===== src/rtl/alu_pkg.sv =====
// Shared types and constants for the ALU arbiter and its ALU.
package alu_pkg;

  localparam int unsigned DATA_W = 8;
  localparam int unsigned SEL_W  = 4;

  typedef enum logic [1:0] {
    IDLE = 2'd0,
    EXEC = 2'd1,
    RESP = 2'd2
  } state_e;

  // ALU select codes
  localparam logic [SEL_W-1:0] ALU_ADD  = 4'h0;
  localparam logic [SEL_W-1:0] ALU_SUB  = 4'h1;
  localparam logic [SEL_W-1:0] ALU_MUL  = 4'h2;
  localparam logic [SEL_W-1:0] ALU_DIV  = 4'h3;
  localparam logic [SEL_W-1:0] ALU_SHL  = 4'h4;
  localparam logic [SEL_W-1:0] ALU_SHR  = 4'h5;
  localparam logic [SEL_W-1:0] ALU_ROL  = 4'h6;
  localparam logic [SEL_W-1:0] ALU_ROR  = 4'h7;
  localparam logic [SEL_W-1:0] ALU_AND  = 4'h8;
  localparam logic [SEL_W-1:0] ALU_OR   = 4'h9;
  localparam logic [SEL_W-1:0] ALU_XOR  = 4'hA;
  localparam logic [SEL_W-1:0] ALU_NOR  = 4'hB;
  localparam logic [SEL_W-1:0] ALU_NAND = 4'hC;
  localparam logic [SEL_W-1:0] ALU_XNOR = 4'hD;
  localparam logic [SEL_W-1:0] ALU_GT   = 4'hE;
  localparam logic [SEL_W-1:0] ALU_EQ   = 4'hF;

  // Latched operation payload
  typedef struct packed {
    logic [SEL_W-1:0]  sel;
    logic [DATA_W-1:0] b;
    logic [DATA_W-1:0] a;
  } op_t;

endpackage


===== src/rtl/alu.sv =====
// Combinational 8-bit ALU; carry-out is the A+B carry for every select.
module alu
  import alu_pkg::*;
(
  input  logic [DATA_W-1:0] a_i,
  input  logic [DATA_W-1:0] b_i,
  input  logic [SEL_W-1:0]  sel_i,
  output logic [DATA_W-1:0] alu_out_o,
  output logic              carry_out_o
);

  logic [DATA_W:0]     sum_ext;
  logic [2*DATA_W-1:0] prod;

  assign sum_ext     = {1'b0, a_i} + {1'b0, b_i};
  assign prod        = (2*DATA_W)'(a_i) * (2*DATA_W)'(b_i);
  assign carry_out_o = sum_ext[DATA_W];

  // Result mux; divide by zero saturates to all ones
  always_comb begin
    alu_out_o = '0;
    case (sel_i)
      ALU_ADD:  alu_out_o = sum_ext[DATA_W-1:0];
      ALU_SUB:  alu_out_o = a_i - b_i;
      ALU_MUL:  alu_out_o = prod[DATA_W-1:0];
      ALU_DIV:  alu_out_o = (b_i == '0) ? '1 : a_i / b_i;
      ALU_SHL:  alu_out_o = {a_i[DATA_W-2:0], 1'b0};
      ALU_SHR:  alu_out_o = {1'b0, a_i[DATA_W-1:1]};
      ALU_ROL:  alu_out_o = {a_i[DATA_W-2:0], a_i[DATA_W-1]};
      ALU_ROR:  alu_out_o = {a_i[0], a_i[DATA_W-1:1]};
      ALU_AND:  alu_out_o = a_i & b_i;
      ALU_OR:   alu_out_o = a_i | b_i;
      ALU_XOR:  alu_out_o = a_i ^ b_i;
      ALU_NOR:  alu_out_o = ~(a_i | b_i);
      ALU_NAND: alu_out_o = ~(a_i & b_i);
      ALU_XNOR: alu_out_o = ~(a_i ^ b_i);
      ALU_GT:   alu_out_o = {{(DATA_W-1){1'b0}}, (a_i > b_i)};
      ALU_EQ:   alu_out_o = {{(DATA_W-1){1'b0}}, (a_i == b_i)};
      default:  alu_out_o = '0;
    endcase
  end

endmodule


===== src/rtl/alu_arbiter.sv =====
// Two-requester round-robin front end to a single shared ALU, one op in flight.
module alu_arbiter
  import alu_pkg::*;
#(
  parameter int unsigned RR_INIT = 0
) (
  input  logic        clk,
  input  logic        rst_n,
  input  logic [1:0]  req_valid,
  output logic [1:0]  req_ready,
  input  logic [15:0] req_a,
  input  logic [15:0] req_b,
  input  logic [7:0]  req_sel,
  output logic [1:0]  resp_valid,
  input  logic [1:0]  resp_ready,
  output logic [7:0]  resp_out,
  output logic        resp_carry,
  output logic        busy
);

  state_e            state_q, state_d;
  op_t               op_q, op_d;
  logic              prio_q, prio_d;
  logic              owner_q, owner_d;
  logic [DATA_W-1:0] out_q, out_d;
  logic              carry_q, carry_d;

  logic              gnt_vld;
  logic              gnt_id;
  logic              take;
  logic [DATA_W-1:0] alu_out;
  logic              alu_carry;

  // Grant selection: a lone requester wins, a tie goes to the priority holder
  always_comb begin
    gnt_vld = |req_valid;
    gnt_id  = 1'b0;
    if (req_valid == 2'b11) begin
      gnt_id = prio_q;
    end else if (req_valid[1]) begin
      gnt_id = 1'b1;
    end
  end

  assign take = (state_q == IDLE) && gnt_vld;

  // State register
  always_ff @(posedge clk or negedge rst_n) begin
    if (!rst_n) begin
      state_q <= IDLE;
    end else begin
      state_q <= state_d;
    end
  end

  // Next-state logic
  always_comb begin
    state_d = state_q;
    case (state_q)
      IDLE:    if (gnt_vld) state_d = EXEC;
      EXEC:    state_d = RESP;
      RESP:    if (resp_ready[owner_q]) state_d = IDLE;
      default: state_d = IDLE;
    endcase
  end

  // FSM outputs; ready is only offered while idle
  always_comb begin
    req_ready  = '0;
    resp_valid = '0;
    busy       = 1'b0;
    case (state_q)
      IDLE: begin
        if (gnt_vld) req_ready[gnt_id] = 1'b1;
      end
      EXEC: begin
        busy = 1'b1;
      end
      RESP: begin
        busy                = 1'b1;
        resp_valid[owner_q] = 1'b1;
      end
      default: begin
        busy = 1'b0;
      end
    endcase
  end

  // Datapath next values: latch on grant, capture ALU result in EXEC
  always_comb begin
    op_d    = op_q;
    owner_d = owner_q;
    prio_d  = prio_q;
    out_d   = out_q;
    carry_d = carry_q;
    if (take) begin
      op_d.a  = gnt_id ? req_a[15:8]  : req_a[7:0];
      op_d.b  = gnt_id ? req_b[15:8]  : req_b[7:0];
      op_d.sel = gnt_id ? req_sel[7:4] : req_sel[3:0];
      owner_d = gnt_id;
      prio_d  = ~gnt_id;
    end
    if (state_q == EXEC) begin
      out_d   = alu_out;
      carry_d = alu_carry;
    end
  end

  // Datapath registers
  always_ff @(posedge clk or negedge rst_n) begin
    if (!rst_n) begin
      op_q    <= '0;
      owner_q <= 1'b0;
      prio_q  <= 1'(RR_INIT);
      out_q   <= '0;
      carry_q <= 1'b0;
    end else begin
      op_q    <= op_d;
      owner_q <= owner_d;
      prio_q  <= prio_d;
      out_q   <= out_d;
      carry_q <= carry_d;
    end
  end

  alu u_alu (
    .a_i         (op_q.a),
    .b_i         (op_q.b),
    .sel_i       (op_q.sel),
    .alu_out_o   (alu_out),
    .carry_out_o (alu_carry)
  );

  assign resp_out   = out_q;
  assign resp_carry = carry_q;

endmodule

===== config.mk =====
export PLATFORM = sky130hd
export DESIGN_NAME = alu_arbiter
export DESIGN_NICKNAME = d
export VERILOG_FILES = /design/src/rtl/alu_pkg.sv /design/src/rtl/alu.sv /design/src/rtl/alu_arbiter.sv
export SDC_FILE = /design/constraint.sdc
export NUM_CORES = 1
export LEC_CHECK = 0
export CAP_MARGIN = 25
export CORE_MARGIN = 4
export CORE_UTILIZATION = 55
export DETAILED_ROUTE_END_ITERATION = 16
export GPL_TIMING_DRIVEN = 0
export PLACE_DENSITY = 0.85
export SYNTH_ARGS = -nofsm -noshare
export SYNTH_HDL_FRONTEND = slang
export SYNTH_SLANG_ARGS = --single-unit
export TNS_END_PERCENT = 30

===== constraint.sdc =====
create_clock -name clk -period 22.4 [get_ports clk]
set_input_delay 3.36 -clock clk [delete_from_list [all_inputs] [get_ports clk]]
set_output_delay 3.36 -clock clk [all_outputs]
set_load 0.05 [all_outputs]

==> results of run 1 <==
[through the flow]
step | setup WS, ns | hold WS, ns | cells
finish | 10.13 | 0.504 | 895
global route | 9.49 | 0.515 | 895
CTS | 10.37 | 0.503 | 895
floorplan | 12.35 | 0.481 | 695
global placement | 10.87 | 0.476 | 887
detailed placement | 10.40 | 0.484 | 888
[cells in the mapped netlist (3+ instances only)]
library cell  count
o21bai_1          4
o21ai_0          48
xor2_1           10
o32ai_1           3
clkbuf_1         32
xnor2_1          28
dfrtp_1          33
nor3_1           12
nand2_1          54
inv_1            61
fa_1             14
a211oi_1          9
nand3_1           9
o2bb2ai_1         3
o221a_2           3
a221oi_1          3
mux2_2           11
and2_1            4
o221ai_1          3
o211ai_1          7
o31ai_1           3
a31oi_1          10
nand4_1           3
a22o_1           23
a22oi_1           3
o21a_1           10
a21o_1            8
nor2b_1           5
a32oi_1           3
nor2_1           62
and3_1            4
nor4_1            5
or3_1             6
mux2i_1          23
ha_1             83
a21oi_1          45
nand2b_1          5
[state kept, by name (all words and copies together) (netlist names)]
register,count
op_q,20
resp_out,8
state_q,2
owner_q,1
prio_q,1
resp_carry,1
[how the worst min path moves through the flow]
| stage | cells past startpoint | to | slack (ns) | startpoint |
|---|---|---|---|---|
| after floorplan | 2 | prio_q | 0.48 | prio_q |
| after global placement | 1 | resp_out[3] | 0.48 | resp_out[3] |
| after detailed placement | 1 | resp_out[3] | 0.48 | resp_out[3] |
| after CTS | 1 | resp_out[3] | 0.50 | resp_out[3] |
| after global routing | 1 | resp_out[3] | 0.52 | resp_out[3] |
| final | 1 | resp_out[3] | 0.50 | resp_out[3] |
[cells in the final DEF, fill, tap and decap left out, drive strengths merged, types with 28 or more instances in the layout]
cell            n
a21oi          45
clkbuf         37
clkdlybuf4s50  58
dfrtp          33
ha             83
inv            61
nand2          55
nor2           62
o21ai          50
xnor2          28
[routing by layer]
layer / part of all wire, % / global-route usage, %
met2: 48 / 55.6
met5: 0.065 / 0
met1: 39 / 38.9
met3: 8.6 / 5.49
met4: 4.4 / 14.8
[final cells by class]
class,count,share of cell area [%]
multi-input cells,565,67.9
flip-flops and latches,33,12.9
repair buffers,60,9.24
inverters,62,3.64
well taps,133,2.60
plain buffers,35,2.10
clock buffers,5,1.08
clock inverters,2,0.548
[logic make-up after synthesis]
group / count (synthesis) / synth area share, %
AO/OA/AOI/OAI: 211 / 26.3
AND/OR/NAND/NOR: 185 / 15.9
buffers and inverters: 97 / 6.63
adder cells (fa/ha/maj): 97 / 23.9
XOR/XNOR: 38 / 6.02
multiplexers: 34 / 6.41
flip-flops: 33 / 14.9
[critical path: cells and delay by family (launching register included)]
kind | cells | cell delay (ns)
AO/OA/AOI/OAI | 19 | 5.06
adder cells (fa/ha/maj) | 8 | 2.46
AND/OR/NAND/NOR | 10 | 1.83
multiplexers | 4 | 1.48
buffers and inverters | 3 | 0.70
flip-flops | 1 | 0.69
==> flow_metrics.env, run 1 <==
export IMPL_fmax_mhz=81.5
export IMPL_drv_cap=0
export IMPL_setup_viol=0
export IMPL_antenna_left=0
export IMPL_synth_area_leader_cell="ha_1"
export IMPL_yosysSeqAreaShare_pct=14.9
export IMPL_die_area_mm2=0.0117
export IMPL_place_gp_congestion=1.05
export IMPL_worst_ep_required_time_ns=22.63
export IMPL_synth_area_per_cell_um2=7.95
export IMPL_r2r_start="op_q[8]"
export IMPL_vias=5769
export IMPL_boundaryPins=60
export IMPL_rsz0062_at_grt="no"
export IMPL_synth_nets=838
export IMPL_antenna_found_initial=1
export IMPL_post_cts_resized=0
export IMPL_worstPathArrival_ns=12.50
export IMPL_synth_edff_count=0
export IMPL_syn_area_mm2=0.00553
export IMPL_grt_pass1_vias=5800
export IMPL_insertedDiodeCount=0
export IMPL_synth_top_area_share_pct=18.8
export IMPL_final_setup_skew_ns=0.0110
export IMPL_viasPerCell=6.45
export IMPL_post_cts_setup_buffer_count=0
export IMPL_yosys_top_cells_area="ha_1 19%, dfrtp_1 15%, fa_1 5.1%"
export IMPL_clkTransAtPathRegs_ns=0.08
export IMPL_timing_final_crit_share_pct=54.8
export IMPL_cp_max_fo=12
export IMPL_critical_path_endpoint_type="register"
export IMPL_tightest_slew_ns=0.883
export IMPL_status="finished, final reports clean"
export IMPL_numPortBuffers=59
export IMPL_final_max_slew_violation_count=0
export IMPL_clock_path_buffers=2
export IMPL_utilization_pct=65.4
export IMPL_grt_max_degree=34
export IMPL_ys_flop_type="dfrtp_1"
export IMPL_nets=905
export IMPL_synth_cells=695
export IMPL_start_kind="register"
export IMPL_dieWidth_um=108
export IMPL_cts_buffers=5
export IMPL_placementRows=36
export IMPL_drt_iter0_markers=514
export IMPL_remaining_drc_errors=0
export IMPL_root_buffer="clkbuf_8"
export IMPL_wl_um=18400
export IMPL_path_class="reg -> reg"
export IMPL_ys_types=73
export IMPL_multi_input_area_mm2=0.00434
export IMPL_reg2reg_setup_slack_ns=10.13
export IMPL_cts_max_level=2
export IMPL_drive_gt1_share_pct=5.38
export IMPL_ys_ff_latch=33
export IMPL_critPathMostFrequentCell="ha_1"
export IMPL_fill_cells=854
export IMPL_slowest_delay_ns=0.76
export IMPL_cp_startpoint="op_q[8]"
export IMPL_stdcell_area_mm2=0.00639
export IMPL_hold_buffers=0
export IMPL_overflow=0
export IMPL_synthArstFlopShare_pct=100
export IMPL_place_area_mm2=0.00628
export IMPL_cp_endpoint="resp_out[0]"
export IMPL_clock_latency_ns=0.29
export IMPL_grt_pass1_wl_um=29600
export IMPL_cts_tree="done"
export IMPL_regArea_um2=826
export IMPL_max_slew_margin_pct=39.6
export IMPL_regToRegEndpoint="resp_out[0]"
export IMPL_cts_sinks=33
export IMPL_wl_per_cell_um=20.6
export IMPL_yosysWarnings=0
export IMPL_start_util_pct=56.6
export IMPL_core_mm2=0.00977
export IMPL_ff2ff_path_depth=44
export IMPL_crit_path_top_delay_cell="a2111oi_0"
export IMPL_hold_path_class="reg -> reg"
export IMPL_setup_tns_ns=0
export IMPL_hpwl_um=14200
export IMPL_hold_viol_final=0
export IMPL_finalCriticalPeriod_ns=12.27
export IMPL_die_y_um=108
export IMPL_grt_usage_pct=32.1
export IMPL_syn2layout_area_growth_pct=15.6
export IMPL_drtPass1Iterations=6
Power of run 1 is not shown: default switching activity piles up to over one toggle a cycle in this logic, so the estimate is an artifact.
==> run 2, diff against run 1 <==
- CORE_UTILIZATION: 55 -> 53
- PLACE_DENSITY: 0.85 -> 0.86
- clock period: 22.4 -> 11.25 ns (I/O delays scaled with it)
==> run 2 against run 1 <==
Effect of this change: sequential share of layout area fell by 0.30 points; die area increased by 3.5%; global-route usage fell by 0.83 points; via count grew 0.85%; final cell count increased by 1.2%; sequential cell count did not move; critical path depth rose by 2; setup slack lost 9.7 ns; core utilization decreased by 1.0 points; wire length increased by 1.2%; register-to-register slack worse by 9.7 ns; fmax increased by 14%; critical endpoint unchanged.
==> flow_metrics.env, run 2 (synthesis results as in run 1) <==
export IMPL_fill_cells=908
export IMPL_viasPerCell=6.42
export IMPL_timing_final_crit_share_pct=96.0
export IMPL_grt_use_met1_pct=38.2
export IMPL_path_class="reg -> reg"
export IMPL_critPathMostFrequentCell="ha_1"
export IMPL_met2_usage_pct=51.0
export IMPL_drv_cap=0
export IMPL_utilization_pct=64.3
export IMPL_hold_path_class="reg -> reg"
export IMPL_reg2reg_setup_slack_ns=0.45
export IMPL_start_kind="register"
export IMPL_dpl_cell_count=891
export IMPL_clkTransAtPathRegs_ns=0.08
export IMPL_drive_gt1_share_pct=7.92
export IMPL_cts_max_level=2
export IMPL_grt_pass1_wl_um=29500
export IMPL_grt_pass1_vias=5873
export IMPL_crit_family="compound AO/OA/AOI/OAI gates"
export IMPL_cp_max_fo=10
export IMPL_min_to="resp_out[5]"
export IMPL_cp_depth=46
export IMPL_crit_path_top_delay_cell="dfrtp_1"
export IMPL_die_area_mm2=0.0121
export IMPL_hold_viol_final=0
export IMPL_pre_cts_ws_ns=-0.759
export IMPL_layout_commonest_cell="ha_1"
export IMPL_setup_viol=0
export IMPL_core_mm2=0.0102
export IMPL_remaining_drc_errors=0
export IMPL_final_setup_skew_ns=0.00676
export IMPL_ff2ff_path_depth=46
export IMPL_final_max_slew_violation_count=0
export IMPL_regToRegEndpoint="resp_out[0]"
export IMPL_place_gp_congestion=0.957
export IMPL_syn2layout_area_growth_pct=19.0
export IMPL_final_cell_count_no_fill=906
export IMPL_overflow=0
export IMPL_cts_tree="done"
export IMPL_start_util_pct=54.0
export IMPL_hold_buffers=0
export IMPL_boundaryPins=60
export IMPL_drt_iter0_markers=460
export IMPL_clock_path_buffers=2
export IMPL_final_cell_mix="83 x ha_1, 62 x nor2_1, 60 x inv_1, 58 x clkdlybuf4s50_1, 54 x nand2_1"
export IMPL_wl_um=18700
export IMPL_wl_per_cell_um=20.6
export IMPL_dieWidth_um=110
export IMPL_setup_ws_ns=0.445
export IMPL_grt_usage_pct=31.3
export IMPL_max_slew_margin_pct=48.9
export IMPL_grt_busiest_layer="met2"
export IMPL_min_delay_path_depth=1
export IMPL_worst_path_buf_inv=3
export IMPL_antenna_found_initial=1
export IMPL_hpwl_um=14000
export IMPL_antenna_left=0
export IMPL_largest_reg_flops=20
export IMPL_numPortBuffers=59
export IMPL_clock_latency_ns=0.30
export IMPL_fmax_mhz=92.6
export IMPL_tightest_slew_ns=0.766
export IMPL_root_buffer="clkbuf_8"
export IMPL_finalCriticalPeriod_ns=10.80
export IMPL_largest_register="op_q"
export IMPL_status="finished, final reports clean"
export IMPL_use_met3_pct=7.28
export IMPL_slowest_delay_ns=0.50
export IMPL_grt_max_degree=34
export IMPL_nets=912
export IMPL_cts_buffers=5
export IMPL_worstPathArrival_ns=10.99
export IMPL_vias=5818
export IMPL_drtPass1Iterations=5
export IMPL_die_y_um=110
export IMPL_cts_sinks=33
export IMPL_insertedDiodeCount=0
export IMPL_critical_path_endpoint_type="register"
export IMPL_worst_ep_required_time_ns=11.44
export IMPL_hold_start="resp_out[5]"
export IMPL_r2r_start="op_q[13]"
export IMPL_placementRows=37
[run 2: area by class of cell]
class | count | area [µm²] | share of cell area, %
clock buffers | 5 | 68.8 | 1.05
inverters | 62 | 236 | 3.59
clock inverters | 3 | 68.8 | 1.05
plain buffers | 35 | 134 | 2.03
repair buffers | 67 | 643 | 9.77
multi-input cells | 565 | 4430 | 67.3
well taps | 136 | 170 | 2.59
flip-flops and latches | 33 | 831 | 12.6
[run 2: worst max-delay path by stage]
stage | from | endpoint | slack (ns)
final | op_q[13] | resp_out[0] | 0.45
after global routing | op_q[13] | resp_out[0] | -0.04
after CTS | op_q[14] | resp_out[0] | 0.04
after detailed placement | op_q[8] | resp_out[0] | -0.76
after global placement | op_q[8] | resp_out[0] | -0.07
after floorplan | op_q[15] | resp_out[0] | 1.20
[run 2: routing by layer]
layer / vias to the layer above / wire length [µm]
li1: 2649 / -
met1: 2748 / 7140
met2: 330 / 8660
met3: 89 / 1850
met4: 2 / 980
met5: - / 14
[run 2: timing repair]
item | 4_1_cts | 5_1_grt
pin swaps | 1 | 3
endpoints found under the setup margin | 1 | 1
setup buffers | 3 | 4
resized for setup | 5 | 16
[run 2: metrics by stage]
| stage | TNS [ns] | cell area [µm²] | hold WS, ns |
|---|---|---|---|
| finish | 0 | 6580 | 0.521 |
| global route | -0.0366 | 6580 | 0.538 |
| CTS | 0 | 6470 | 0.520 |
| detailed placement | -0.759 | 6290 | 0.501 |
| global placement | -0.0692 | 6290 | 0.476 |
| floorplan | 0 | 5530 | 0.481 |
Power of run 2 is left out for the same reason.
